===== src/rtl/md_divider_if.sv =====
// Request/response bundle for md_divider: operands and op code in, busy/valid/result out.
interface md_divider_if;
    logic        i_start;
    logic [31:0] i_op_a;
    logic [31:0] i_op_b;
    logic [1:0]  i_div_op;
    logic        o_busy;
    logic        o_valid;
    logic [31:0] o_result;

    modport master (
        output i_start, i_op_a, i_op_b, i_div_op,
        input  o_busy, o_valid, o_result
    );

    modport slave (
        input  i_start, i_op_a, i_op_b, i_div_op,
        output o_busy, o_valid, o_result
    );
endinterface


===== src/rtl/md_divider.sv =====
// 32-bit iterative restoring divider (DIV/DIVU/REM/REMU), one quotient bit per cycle.
// Divide-by-zero and signed overflow bypass the iteration and complete in one cycle.
module md_divider (
    input logic         i_clk,
    input logic         i_rst,
    md_divider_if.slave bus
);
    typedef enum logic [1:0] {StIdle, StCalc, StDone} state_e;

    state_e      state_q, state_d;
    logic [4:0]  cnt_q, cnt_d;
    logic [31:0] dvd_q, dvd_d;       // dividend bits shift out, quotient bits shift in
    logic [31:0] dvs_q, dvs_d;
    logic [31:0] rem_q, rem_d;
    logic [31:0] result_q, result_d;
    logic        is_rem_q, is_rem_d;
    logic        quot_neg_q, quot_neg_d;
    logic        rem_neg_q, rem_neg_d;

    logic        accept, signed_op, a_neg, b_neg, div_zero, overflow;
    logic [31:0] a_mag, b_mag, special_res;
    logic [32:0] rem_shift, diff;
    logic        q_bit;
    logic [31:0] rem_step, dvd_step, final_res;

    always_comb begin
        accept    = (state_q != StCalc) && bus.i_start;
        signed_op = ~bus.i_div_op[0];
        a_neg     = signed_op & bus.i_op_a[31];
        b_neg     = signed_op & bus.i_op_b[31];
        a_mag     = a_neg ? (~bus.i_op_a + 32'd1) : bus.i_op_a;
        b_mag     = b_neg ? (~bus.i_op_b + 32'd1) : bus.i_op_b;
        div_zero  = (bus.i_op_b == 32'd0);
        overflow  = signed_op && (bus.i_op_a == 32'h8000_0000) && (bus.i_op_b == 32'hFFFF_FFFF);
        if (div_zero) begin
            special_res = bus.i_div_op[1] ? bus.i_op_a : 32'hFFFF_FFFF;
        end else begin
            special_res = bus.i_div_op[1] ? 32'd0 : 32'h8000_0000;
        end

        // rem_q < divisor, so the 33-bit difference sign is a valid compare result.
        rem_shift = {rem_q, dvd_q[31]};
        diff      = rem_shift - {1'b0, dvs_q};
        q_bit     = ~diff[32];
        rem_step  = q_bit ? diff[31:0] : rem_shift[31:0];
        dvd_step  = {dvd_q[30:0], q_bit};
        if (is_rem_q) begin
            final_res = rem_neg_q ? (~rem_step + 32'd1) : rem_step;
        end else begin
            final_res = quot_neg_q ? (~dvd_step + 32'd1) : dvd_step;
        end
    end

    always_comb begin
        state_d    = state_q;
        cnt_d      = cnt_q;
        dvd_d      = dvd_q;
        dvs_d      = dvs_q;
        rem_d      = rem_q;
        result_d   = result_q;
        is_rem_d   = is_rem_q;
        quot_neg_d = quot_neg_q;
        rem_neg_d  = rem_neg_q;
        unique case (state_q)
            StIdle, StDone: begin
                if (accept) begin
                    is_rem_d   = bus.i_div_op[1];
                    quot_neg_d = a_neg ^ b_neg;
                    rem_neg_d  = a_neg;
                    if (div_zero || overflow) begin
                        result_d = special_res;
                        state_d  = StDone;
                    end else begin
                        dvd_d   = a_mag;
                        dvs_d   = b_mag;
                        rem_d   = 32'd0;
                        cnt_d   = 5'd0;
                        state_d = StCalc;
                    end
                end else if (state_q == StDone) begin
                    state_d = StIdle;
                end
            end
            StCalc: begin
                dvd_d = dvd_step;
                rem_d = rem_step;
                cnt_d = cnt_q + 5'd1;
                if (cnt_q == 5'd31) begin
                    result_d = final_res;
                    state_d  = StDone;
                end
            end
            default: state_d = StIdle;
        endcase
    end

    always_ff @(posedge i_clk) begin
        if (i_rst) begin
            state_q    <= StIdle;
            cnt_q      <= 5'd0;
            dvd_q      <= 32'd0;
            dvs_q      <= 32'd0;
            rem_q      <= 32'd0;
            result_q   <= 32'd0;
            is_rem_q   <= 1'b0;
            quot_neg_q <= 1'b0;
            rem_neg_q  <= 1'b0;
        end else begin
            state_q    <= state_d;
            cnt_q      <= cnt_d;
            dvd_q      <= dvd_d;
            dvs_q      <= dvs_d;
            rem_q      <= rem_d;
            result_q   <= result_d;
            is_rem_q   <= is_rem_d;
            quot_neg_q <= quot_neg_d;
            rem_neg_q  <= rem_neg_d;
        end
    end

    assign bus.o_busy   = (state_q == StCalc);
    assign bus.o_valid  = (state_q == StDone);
    assign bus.o_result = result_q;
endmodule


===== src/flat_wrapper.sv =====
// flat-port wrapper written by rule: the top's interface ports become plain ports
module md_divider_flat 
  (i_clk, i_rst, bus_i_start, bus_i_op_a, bus_i_op_b, bus_i_div_op, bus_o_busy, bus_o_valid, bus_o_result);
  md_divider_if bus_i ();
  input logic i_clk;
  input logic i_rst;
  input wire logic [$bits(bus_i.i_start)-1:0] bus_i_start;
  input wire logic [$bits(bus_i.i_op_a)-1:0] bus_i_op_a;
  input wire logic [$bits(bus_i.i_op_b)-1:0] bus_i_op_b;
  input wire logic [$bits(bus_i.i_div_op)-1:0] bus_i_div_op;
  output wire logic [$bits(bus_i.o_busy)-1:0] bus_o_busy;
  output wire logic [$bits(bus_i.o_valid)-1:0] bus_o_valid;
  output wire logic [$bits(bus_i.o_result)-1:0] bus_o_result;
  assign bus_i.i_start = bus_i_start;
  assign bus_i.i_op_a = bus_i_op_a;
  assign bus_i.i_op_b = bus_i_op_b;
  assign bus_i.i_div_op = bus_i_div_op;
  assign bus_o_busy = bus_i.o_busy;
  assign bus_o_valid = bus_i.o_valid;
  assign bus_o_result = bus_i.o_result;
  md_divider u_core (.i_clk(i_clk), .i_rst(i_rst), .bus(bus_i));
endmodule

===== config.mk =====
export PLATFORM = sky130hd
export DESIGN_NAME = md_divider_flat
export DESIGN_NICKNAME = d
export VERILOG_FILES = /design/src/rtl/md_divider_if.sv /design/src/rtl/md_divider.sv /design/src/flat_wrapper.sv
export SDC_FILE = /design/constraint.sdc
export NUM_CORES = 1
export LEC_CHECK = 0
export CORE_MARGIN = 5
export CORE_UTILIZATION = 30
export CTS_CLUSTER_DIAMETER = 120
export CTS_CLUSTER_SIZE = 16
export DETAILED_ROUTE_END_ITERATION = 8
export PLACE_DENSITY = 0.58
export SYNTH_ARGS = -nofsm -noshare
export SYNTH_HDL_FRONTEND = slang
export SYNTH_SLANG_ARGS = --single-unit

===== constraint.sdc =====
create_clock -name i_clk -period 5.3 [get_ports i_clk]
set_input_delay 0.53 -clock i_clk [delete_from_list [all_inputs] [get_ports i_clk]]
set_output_delay 0.53 -clock i_clk [all_outputs]
set_load 0.02 [all_outputs]

==> reports/results.tsv, run 1 <==
stage	metric	value	unit
yosys	sequential fraction of the synthesis area	0.241	
routing	wire per inst	20.2	um
yosys	register bit total from synthesis	138	
cts	CTS tree	yes	
routing	drt first pass iters	5	
yosys	Avg Synthesized Cell Area	7.25	sq um
timing	RSZ-0062 raised after global routing	false	
timing	Setup Skew	0.0160	ns
die	Die ar.	0.0423	sq mm
placed_design	GP Congestion	0.900	
die	die width	206	um
timing	pins over their slew limit	0	
worst_hold_path	HP Class	register to register	
placed_design	Place WS	0.123	ns
cts	Clk pin slew, worst setup/hold paths	0.07	ns
cts	clock tree buffer depth	2	
yosys	Mapped Area	0.0115	sq mm
yosys	Syn Inst Count	1582	
critical_path	crit start category	register	
timing	fmax	0.201	GHz
critical_path	Critical Path Slowest Stage Cell	or4b_1	
grt	GR Overflow Total	0	
grt	vias in the first global route	11500	
power	Peak VDD IR	0.000187	V
power	Pwr Density	343	mW/mm^2
die	I/O pin count	103	
timing	period utilisation layout	0.937	
cts	Setup Fix Bufs, Post-CTS	0	
timing	Rel. slew slack	0.154	
die	Die Span Y	206	um
cts	cts bufs inserted	17	
cells_and_area	fraction of final layout cells with drive strength greater than 1	0.0680	
critical_path	crit-path cells	ha_1, a21oi_1, o21ai_1, a22o_1, o211a_4, nor3_2, nor2_4, inv_4, nor2_1, a21oi_2, ha_2, nand2_1, or4_4, nor4b_4, a31oi_2, nor4b_4, a31oi_1, or4b_1, nand3_1	
yosys	post-synth cell types	82	
yosys	Post-Syn Nets	1691	
timing	TNS Setup	0	ns
critical_path	Max FO, Critical Path	16	
flow_run	number of max-cap violations	0	
timing	slew at the pin closest to its max-slew limit	1.26	ns
grt	initial antenna violation count	0	
die	Std-Cell Rows	71	
routing	antenna violation net count after detailed routing	0	
routing	Routed WL	43.7	mm
critical_path	critical path data arrival time	5.35	ns
cells_and_area	number of nets in the layout	1742	
die	Starting Density	0.305	
placed_design	buffers added on ports	102	
critical_path	Crit Path Category	register to register	
critical_path	CP Capture Type	register	
timing	Setup violations, final	0	
critical_path	critical path's largest stage delay	0.53	ns
cells_and_area	fill count	4027	
timing	setup ws final	0.332	ns
grt	All-Layer GR Usage	0.204	
yosys	Post-synth ARST share	0	
critical_path	Most common cell on crit path	nor4b_4	
power	P_leak	4.87	nW
routing	DR iter-0 viols	1012	
grt	first-pass GRT wire length	68.0	mm
yosys	Warnings, synthesis	0	
grt	largest net degree at the start of global routing	64	
die	total core area	0.0377	sq mm
placed_design	dpl hpwl	33.7	mm
cts	H-tree depth	4	
cells_and_area	Antenna diodes	0	
status	status	finished, final reports clean	
routing	Post-route DRC	0	
critical_path	CP required	5.68	ns
routing	vias	12300	
cells_and_area	area grow syn2layout	18.1	%
yosys	EDFF count, synth	0	
routing	vias per inst	5.71	
cts	clock root buffer	clkbuf_16	
yosys	Top FF cell, synth	dfxtp_1	
cts	CTS sink cnt	138	
timing	Hold Violations, Final	0	
cts	Worst-Skew Late Latency	0.45	ns
timing	min Tclk post-route	4.97	ns
[synth_stat cells, types with 24 or more instances]
master,instances,area share
clkbuf_1,80,0.026
xor2_1,71,0.054
xnor2_1,51,0.039
inv_1,57,0.019
nor3_1,43,0.019
a221oi_1,31,0.024
nor2_1,258,0.084
dfxtp_1,138,0.24
nand4_1,24,0.013
ha_1,39,0.043
nand2_1,105,0.034
a31oi_1,42,0.023
mux2i_1,28,0.024
a211oi_1,40,0.026
o21ai_0,101,0.044
a21oi_1,108,0.047
nand3_1,31,0.014
[placed cells by master (no fill, tap or decap), drive strengths merged, types with 40 or more instances in the layout]
master | netlist | routed
a211oi | 42 | 42
o21ai | 108 | 108
xor2 | 71 | 71
dfxtp | 138 | 138
a21oi | 111 | 111
a31oi | 42 | 42
nand2 | 105 | 105
xnor2 | 51 | 51
nor2 | 259 | 259
buf | 29 | 40
inv | 59 | 65
nor3 | 44 | 44
clkdlybuf4s50 | 0 | 101
[stage by stage]
stage | cell area [sq um] | instances | hold WS, ns | utilization | total power [mW]
6_report | 13600 | 2157 | 0.454 | 0.360 | 4.64
5_1_grt | 13600 | 2157 | 0.474 | 0.360 | 4.90
4_1_cts | 13500 | 2157 | 0.458 | 0.359 | 4.62
3_5_place_dp | 13000 | 2125 | 0.449 | 0.345 | 3.45
3_3_place_gp | 13000 | 2125 | 0.444 | 0.345 | 3.44
2_1_floorplan | 11500 | 1582 | 0.432 | - | 2.75
[cell type report]
type / instances / area (sq um) / share of cell area
Clock buffer: 19 / 443 / 0.0327
Timing Repair Buffer: 141 / 1320 / 0.0977
Clock inverter: 13 / 111 / 0.00822
Inverter: 59 / 224 / 0.0165
Tap cell: 511 / 639 / 0.0472
Multi-Input combinational cell: 1276 / 8050 / 0.594
Sequential cell: 138 / 2760 / 0.204
[flip-flops by register name (all words and copies together) (netlist names)]
| name | count |
|---|---|
| u_core.state_q | 2 |
| u_core.is_rem_q | 1 |
| u_core.dvs_q | 32 |
| u_core.rem_q | 32 |
| u_core.rem_neg_q | 1 |
| u_core.bus.o_result | 32 |
| u_core.cnt_q | 5 |
| u_core.dvd_q | 32 |
| u_core.quot_neg_q | 1 |
[kinds of logic (layout without fill, tap and decap cells)]
family	Yosys count	count (layout)	share of synthesized area
adder cells (fa/ha/maj)	40	40	0.0443
flip-flops	138	138	0.241
XOR/XNOR	122	122	0.0931
AND/OR/NAND/NOR	590	590	0.244
AO/OA/AOI/OAI	490	490	0.287
multiplexers	34	34	0.0303
buffers and inverters	168	232	0.0605
[where the power goes]
| part | leakage [nW] | switching (mW) | internal [mW] |
|---|---|---|---|
| Clock | 0.253 | 0.546 | 0.623 |
| Combinational | 3.49 | 1.47 | 0.835 |
| Sequential | 1.12 | 0.0689 | 1.10 |
| Total | 4.87 | 2.08 | 2.56 |
[critical path: cells and delay by family, from the launching register on]
kind                     cells  cell delay [ns]
AND/OR/NAND/NOR              9             2.16
adder cells (fa/ha/maj)      2             0.63
buffers and inverters        1             0.16
flip-flops                   1             0.44
AO/OA/AOI/OAI                7             1.52
[layer usage]
layer	track usage	vias up	routed length [um]
li1	-	5901	-
met1	0.292	5908	20100
met2	0.317	437	19800
met3	0.0271	64	2640
met4	0.0653	0	1130
met5	0	-	0
[worst paths after layout]
kind / startpoint / endpoint / cells past startpoint / slack [ns]
hold / removal: u_core.dvs_q[30] / u_core.dvs_q[30] / 2 / 0.45
hold reg to reg: u_core.dvs_q[30] / u_core.dvs_q[30] / 2 / 0.45
setup reg to reg: u_core.rem_q[10] / u_core.bus.o_result[26] / 19 / 0.33
setup / recovery: u_core.rem_q[10] / u_core.bus.o_result[26] / 19 / 0.33
[what timing repair did]
item	4_1_cts	5_1_grt
setup endpoints to repair	0	8
gates resized for setup	0	4
hold buffers	0	0
Note: power is estimated with default switching activity, not from simulation.
==> run 2, diff against run 1 <==
SKIP_LAST_GASP = 1   (was default)
==> results of run 2 <==
The final DEF is identical to that of run 1; final timing and power are the same.
